File: src/rtl/gray_pkg.sv
// Shared definitions for the Gray step decoder: FSM state encoding and the
// Gray-to-binary conversion used by the RTL and by test benches.
package gray_pkg;

  localparam logic ST_IDLE  = 1'b0;
  localparam logic ST_TRACK = 1'b1;

  localparam int GRAY_MAX_W = 16;

  // Prefix XOR from the MSB down; only the low 'width' bits are converted.
  function automatic logic [GRAY_MAX_W-1:0] gray_to_bin(
    input logic [GRAY_MAX_W-1:0] g,
    input int                    width
  );
    logic [GRAY_MAX_W-1:0] b;
    logic                  acc;
    b   = '0;
    acc = 1'b0;
    for (int i = GRAY_MAX_W - 1; i >= 0; i--) begin
      if (i < width) begin
        acc  = acc ^ g[i];
        b[i] = acc;
      end
    end
    return b;
  endfunction

endpackage

File: src/rtl/gray_to_bin_comb.sv
// Combinational Gray-to-binary converter, WIDTH up to 16 bits.
module gray_to_bin_comb
  import gray_pkg::*;
#(
  parameter int WIDTH = 4
) (
  input  logic [WIDTH-1:0] gray,
  output logic [WIDTH-1:0] bin
);

  logic [GRAY_MAX_W-1:0] bin_full;

  assign bin_full = gray_to_bin(GRAY_MAX_W'(gray), WIDTH);
  assign bin      = bin_full[WIDTH-1:0];

endmodule

File: src/rtl/gray_step_decoder.sv
// Gray-coded stream receiver: converts to binary, classifies each step as
// up/down/error, and registers the result behind a valid/ready stage.
// Optional GRAY_STEP_DECODER_ONEHOT_EN adds a registered one-hot copy of bin_out.
//
//   state    | meaning
//   ST_IDLE  | no reference word yet; next accepted word only seeds prev
//   ST_TRACK | prev holds the last accepted word; steps are classified
module gray_step_decoder
  import gray_pkg::*;
#(
  parameter int WIDTH = 4,
  parameter int ERR_W = 8
) (
  input  logic                   clock,
  input  logic                   reset_n,
  input  logic                   in_valid,
  output logic                   in_ready,
  input  logic [WIDTH-1:0]       gray_in,
  output logic                   out_valid,
  input  logic                   out_ready,
  output logic [WIDTH-1:0]       bin_out,
  output logic                   step_up,
  output logic                   step_dn,
  output logic                   step_err,
  output logic [ERR_W-1:0]       err_count,
  input  logic                   clear
`ifdef GRAY_STEP_DECODER_ONEHOT_EN
  ,
  output logic [2**WIDTH-1:0]    onehot_out
`endif
);

  logic             state_q;
  logic             state_d;
  logic [WIDTH-1:0] bin_c;
  logic [WIDTH-1:0] prev_q;
  logic [WIDTH-1:0] diff;
  logic             accept;
  logic             up_d;
  logic             dn_d;
  logic             err_d;

  gray_to_bin_comb #(.WIDTH(WIDTH)) u_conv (
    .gray (gray_in),
    .bin  (bin_c)
  );

  assign in_ready = !out_valid || out_ready;
  assign accept   = in_valid && in_ready;
  assign diff     = bin_c - prev_q;

  always_ff @(posedge clock) begin
    if (!reset_n) begin
      state_q <= ST_IDLE;
    end else begin
      state_q <= state_d;
    end
  end

  // A clear coinciding with an accept processes that word as a first word,
  // so the machine still ends up tracking from it.
  always_comb begin
    state_d = state_q;
    if (accept) begin
      state_d = ST_TRACK;
    end else if (clear) begin
      state_d = ST_IDLE;
    end
  end

  always_comb begin
    up_d  = 1'b0;
    dn_d  = 1'b0;
    err_d = 1'b0;
    if (state_q == ST_TRACK && !clear) begin
      if (diff == WIDTH'(1)) begin
        up_d = 1'b1;
      end else if (diff == {WIDTH{1'b1}}) begin
        dn_d = 1'b1;
      end else if (diff != '0) begin
        err_d = 1'b1;
      end
    end
  end

  always_ff @(posedge clock) begin
    if (!reset_n) begin
      prev_q    <= '0;
      err_count <= '0;
    end else begin
      if (accept) begin
        prev_q <= bin_c;
      end
      if (clear) begin
        err_count <= '0;
      end else if (accept && err_d && err_count != {ERR_W{1'b1}}) begin
        err_count <= err_count + ERR_W'(1);
      end
    end
  end

  always_ff @(posedge clock) begin
    if (!reset_n) begin
      out_valid <= 1'b0;
      bin_out   <= '0;
      step_up   <= 1'b0;
      step_dn   <= 1'b0;
      step_err  <= 1'b0;
    end else if (accept) begin
      out_valid <= 1'b1;
      bin_out   <= bin_c;
      step_up   <= up_d;
      step_dn   <= dn_d;
      step_err  <= err_d;
    end else if (out_ready) begin
      out_valid <= 1'b0;
    end
  end

`ifdef GRAY_STEP_DECODER_ONEHOT_EN
  localparam logic [2**WIDTH-1:0] ONEHOT_LSB = {{(2**WIDTH-1){1'b0}}, 1'b1};

  always_ff @(posedge clock) begin
    if (!reset_n) begin
      onehot_out <= '0;
    end else if (accept) begin
      onehot_out <= ONEHOT_LSB << bin_c;
    end
  end
`endif

endmodule
File: config.mk
export PLATFORM = sky130hd
export DESIGN_NAME = gray_step_decoder
export DESIGN_NICKNAME = d
export VERILOG_FILES = /design/src/rtl/gray_pkg.sv /design/src/rtl/gray_to_bin_comb.sv /design/src/rtl/gray_step_decoder.sv
export SDC_FILE = /design/constraint.sdc
export NUM_CORES = 1
export LEC_CHECK = 0
export CAP_MARGIN = 40
export CORE_ASPECT_RATIO = 1.25
export CORE_MARGIN = 2
export CORE_UTILIZATION = 30
export CTS_CLUSTER_SIZE = 20
export DETAILED_ROUTE_END_ITERATION = 7
export SLEW_MARGIN = 5
export SYNTH_ARGS = -nofsm -noshare
export SYNTH_HDL_FRONTEND = slang
export SYNTH_HIERARCHICAL = 1
export SYNTH_SLANG_ARGS = --single-unit
File: constraint.sdc
create_clock -name clock -period 3.3 [get_ports clock]
set_input_delay 0.66 -clock clock [delete_from_list [all_inputs] [get_ports clock]]
set_output_delay 0.66 -clock clock [all_outputs]
set_load 0.01 [all_outputs]
==> metrics.md <==
| Metric | Value |
|---|---|
| Tcrit/Tclk final | 93.4% |
| Total number of vias | between 900 and 1000 |
| Chip width | between 50 and 60 um |
| Synth top area cells | dfxtp_1 33%, a21boi_0 5.8%, ha_1 4.8%, nand2_1 4.7%, nand3_1 3.4% |
| Row count | 23 |
| Die ar. | between 0.003 and 0.004 mm^2 |
| Setup Fix Bufs, Post-CTS | 0 |
| Nets | 167 |
| Max-Cap Viols | 0 |
| Post-Synth XOR/XNOR Area | about 6.7% |
| First-pass GRT wire length | 4520 um |
| Setup crit start kind | input pin |
| Cell mode on critical path | xnor2_1 |
| Post-synthesis sequential area ratio | 32.9% |
| Layout cells sized above 1 | 15.1% |
| Drt pass-1 iters | 4 |
| Synth cell types | 37 |
| Overflow after GRT | 0 |
| Final Setup Violations | 0 |
| Clk root buf | clkbuf_8 |
| Num CTS Buffers | 3 |
| Worst reg2reg path endpoint | err_count[7]$_SDFFE_PP0P_ |
| Commonest non-fill, non-tap cell in the layout | clkdlybuf4s50_1 |
| Drt total wl | approximately 2400 um |
| Cell taking the most area after synthesis | dfxtp_1 |
| Synth Area in Adders | ~6.8% |
| Dpl hpwl | between 1500 and 2000 um |
| Pwr dens | 354 mW/mm^2 |
| Syn nets | about 130 |
| Clk_skew | 0.00530 ns |
| Drt first-iter violations | 18 |
| CP top delay family | simple AND/OR/NAND/NOR gates |
| Ys async rst share | 0% |
| Post-synth EDFFs | 0 |
| Initial antenna violation count | 0 |
| Vias in the first global route | about 1100 |
| Placeable core area | around 0.0033 mm^2 |
| CP Max Fanout | 5 |
| Critical path class | input pin to flop |
| CTS Sinks | 17 |
| Synth Flop Type | dfxtp_1 |
| Fillers | between 300 and 400 |
| Syn avg cell area | around 9 um^2 |
| I/O Buffers | 25 |
| Worst rel slew slack | 52.0% |
| Cells after DPL | roughly 190 |
| Outcome | completed |
| Post-Synth Simple-Gate Area | 27.7% |
| DRC | 0 |
| Cells on worst reg2reg path | 8 |
| Synth Area in Compound Gates | 19.7% |
| Crit-path cells | clkdlybuf4s50_1 > xnor2_1 > xnor2_1 > inv_1 > ha_1 > fa_2 > xor2_1 > nand2_1 > o31ai_1 > buf_4 > or4_1 > and3_1 |
| H-tree lvl count | 1 |
| Final Util | about 45% |
| CP bufs+invs | 3 |
| IO Count | 26 |
| Die Y | approximately 70 um |
| Hold violation count in the final report | 0 |
| Critical path's slowest cell | clkdlybuf4s50_1 |
| Fmax | between 300 and 400 MHz |
| WL/cell | ~13 um |
| CP Capture Point | err_count[7]$_SDFFE_PP0P_ |
| Actual slew at the worst max-slew pin | roughly 0.7 ns |
| Reg2Reg Launch Point | bin_out[2]$_SDFFE_PN0P_ |
| Leakage power | approximately 0.00054 uW |
| N_diodes | 0 |
| CTS tree | yes |
| Final Power | just over 500 uW |
| Crit-path max cell delay | 0.49 ns |
| Setup crit end kind | flop |
| Hold Path Stages | 2 |
| Warnings from Yosys | 6 |
| Yosys top cell area share | 32.9% |
| Pin count of the biggest net entering global routing | 13 |
| Max-slew violations | 0 |
| Clock latency on the worst-skew pair | about 0.25 ns |
| RD Place Congestion | slightly below 0.8 |
| Yosys reg bits | 17 |
| Footprint of the multi-input gates | 654 um^2 |
| Total GRT Usage | between 10 and 15% |
| Hold Buf Count CTS | 0 |
| Initial Util | around a third |
| Synth Cell Area | between 0.001 and 0.0015 mm^2 |
| WP data arrival | about 3.2 ns |
| Clock Path Buffers | 2 |
| Commonest non-fill, non-tap cells in the layout | 23 x clkdlybuf4s50_1, 17 x dfxtp_1, 13 x nand2_1, 11 x buf_4, 8 x a21boi_0 |
| Worst-path clk slew | around 0.070 ns |
| Routed vias/inst | 5.25 |
| Fin cells | around 190 |
| Largest family of logic cells by synthesized area | simple AND/OR/NAND/NOR gates |
| Worst Setup SP | gray_in[1] |
| VDD IR-drop max | ~0.00022 V |
| Critical path data required time | roughly 3.4 ns |
| Type of the tightest min-delay check | flop to flop |
| Reg-to-reg slack, setup | 1.10 ns |
| Synth Instances | about 120 |
| Crit path depth | 12 |
| Seq. cell area | roughly 340 um^2 |
| RSZ-0062 raised after global routing | no |
| Crit path time final | between 3 and 4 ns |
| Post-route ant nets | 0 |
| Layout area overhead | 40.1% |
| Mux cell area share after synthesis | less than 1% |
final cells by class:
class                           count  share of cell area, %
Clock buffer                        3                   2.85
Inverter                            6                   1.56
Sequential cell                    17                   23.5
Multi-Input combinational cell     89                   45.2
Tap cell                           37                   3.20
Clock inverter                      1                  0.346
Timing Repair Buffer               36                   23.3
cell families after synthesis:
| logic type | after synthesis |
|---|---|
| multiplexers | 1 |
| flip-flops | 17 |
| AND/OR/NAND/NOR | 49 |
| AO/OA/AOI/OAI | 27 |
| buffers and inverters | 12 |
| XOR/XNOR | 7 |
| adder cells (fa/ha/maj) | 5 |
cells in the mapped netlist, drive strengths merged, types with 4 or more instances:
cell and n:
inv 6, nand2b 5, dfxtp 17, xor2 4
buf 4, ha 4, and3 4, nand2 13
nand3 7, o31ai 4, a21boi 10
metal layers:
metal | vias to the layer above | track usage, % | part of all wire, %
met4 | 0 | 3.17 | 0
met1 | 476 | 15.6 | 42
met3 | 0 | 3.17 | 4.7
li1 | 494 | - | -
met2 | 23 | 25.8 | 53
met5 | - | 0 | 0
power breakdown:
group,internal (uW),switching [uW],leakage [uW]
combinational,70.2,67.7,0.000380
sequential,211,5.54,0.000138
clock,83.7,73.8,0.0000255
flip-flops by register name (all words and copies together) (netlist names):
register and flops:
out_valid 1, err_count 8, bin_out 4, step_err 1
state_q 1, step_up 1, step_dn 1
timing repair:
item                       CTS  global route
pin swaps                    1             3
setup endpoints to repair    1             9
resized for setup            1             7
how the worst min path moves through the flow:
stage / to / startpoint
6_report: step_err$_SDFFE_PN0P_ / step_err$_SDFFE_PN0P_
3_5_place_dp: step_up$_SDFFE_PN0P_ / step_up$_SDFFE_PN0P_
2_1_floorplan: step_up$_SDFFE_PN0P_ / step_up$_SDFFE_PN0P_
4_1_cts: step_up$_SDFFE_PN0P_ / step_up$_SDFFE_PN0P_
5_1_grt: step_err$_SDFFE_PN0P_ / step_err$_SDFFE_PN0P_
3_3_place_gp: step_err$_SDFFE_PN0P_ / step_err$_SDFFE_PN0P_
tightest hold or removal path: cells and delay by family (launching register included):
kind               cells  cell delay, ns
DFF                    1            0.31
AOI/OAI and AO/OA      1            0.08
and+or+nand+nor        1            0.05
per-stage QoR:
step                      TNS [ns]  setup WS [ns]  area, um^2  hold WS (ns)
after floorplan                  0          0.337        1030         0.485
after global placement      -0.894         -0.159        1380         0.462
after detailed placement     -1.72         -0.265        1380         0.480
after CTS                        0        0.00149        1430         0.492
after global routing             0          0.142        1450         0.522
final                            0          0.217        1450         0.489
(Power assumes the default switching activity.)
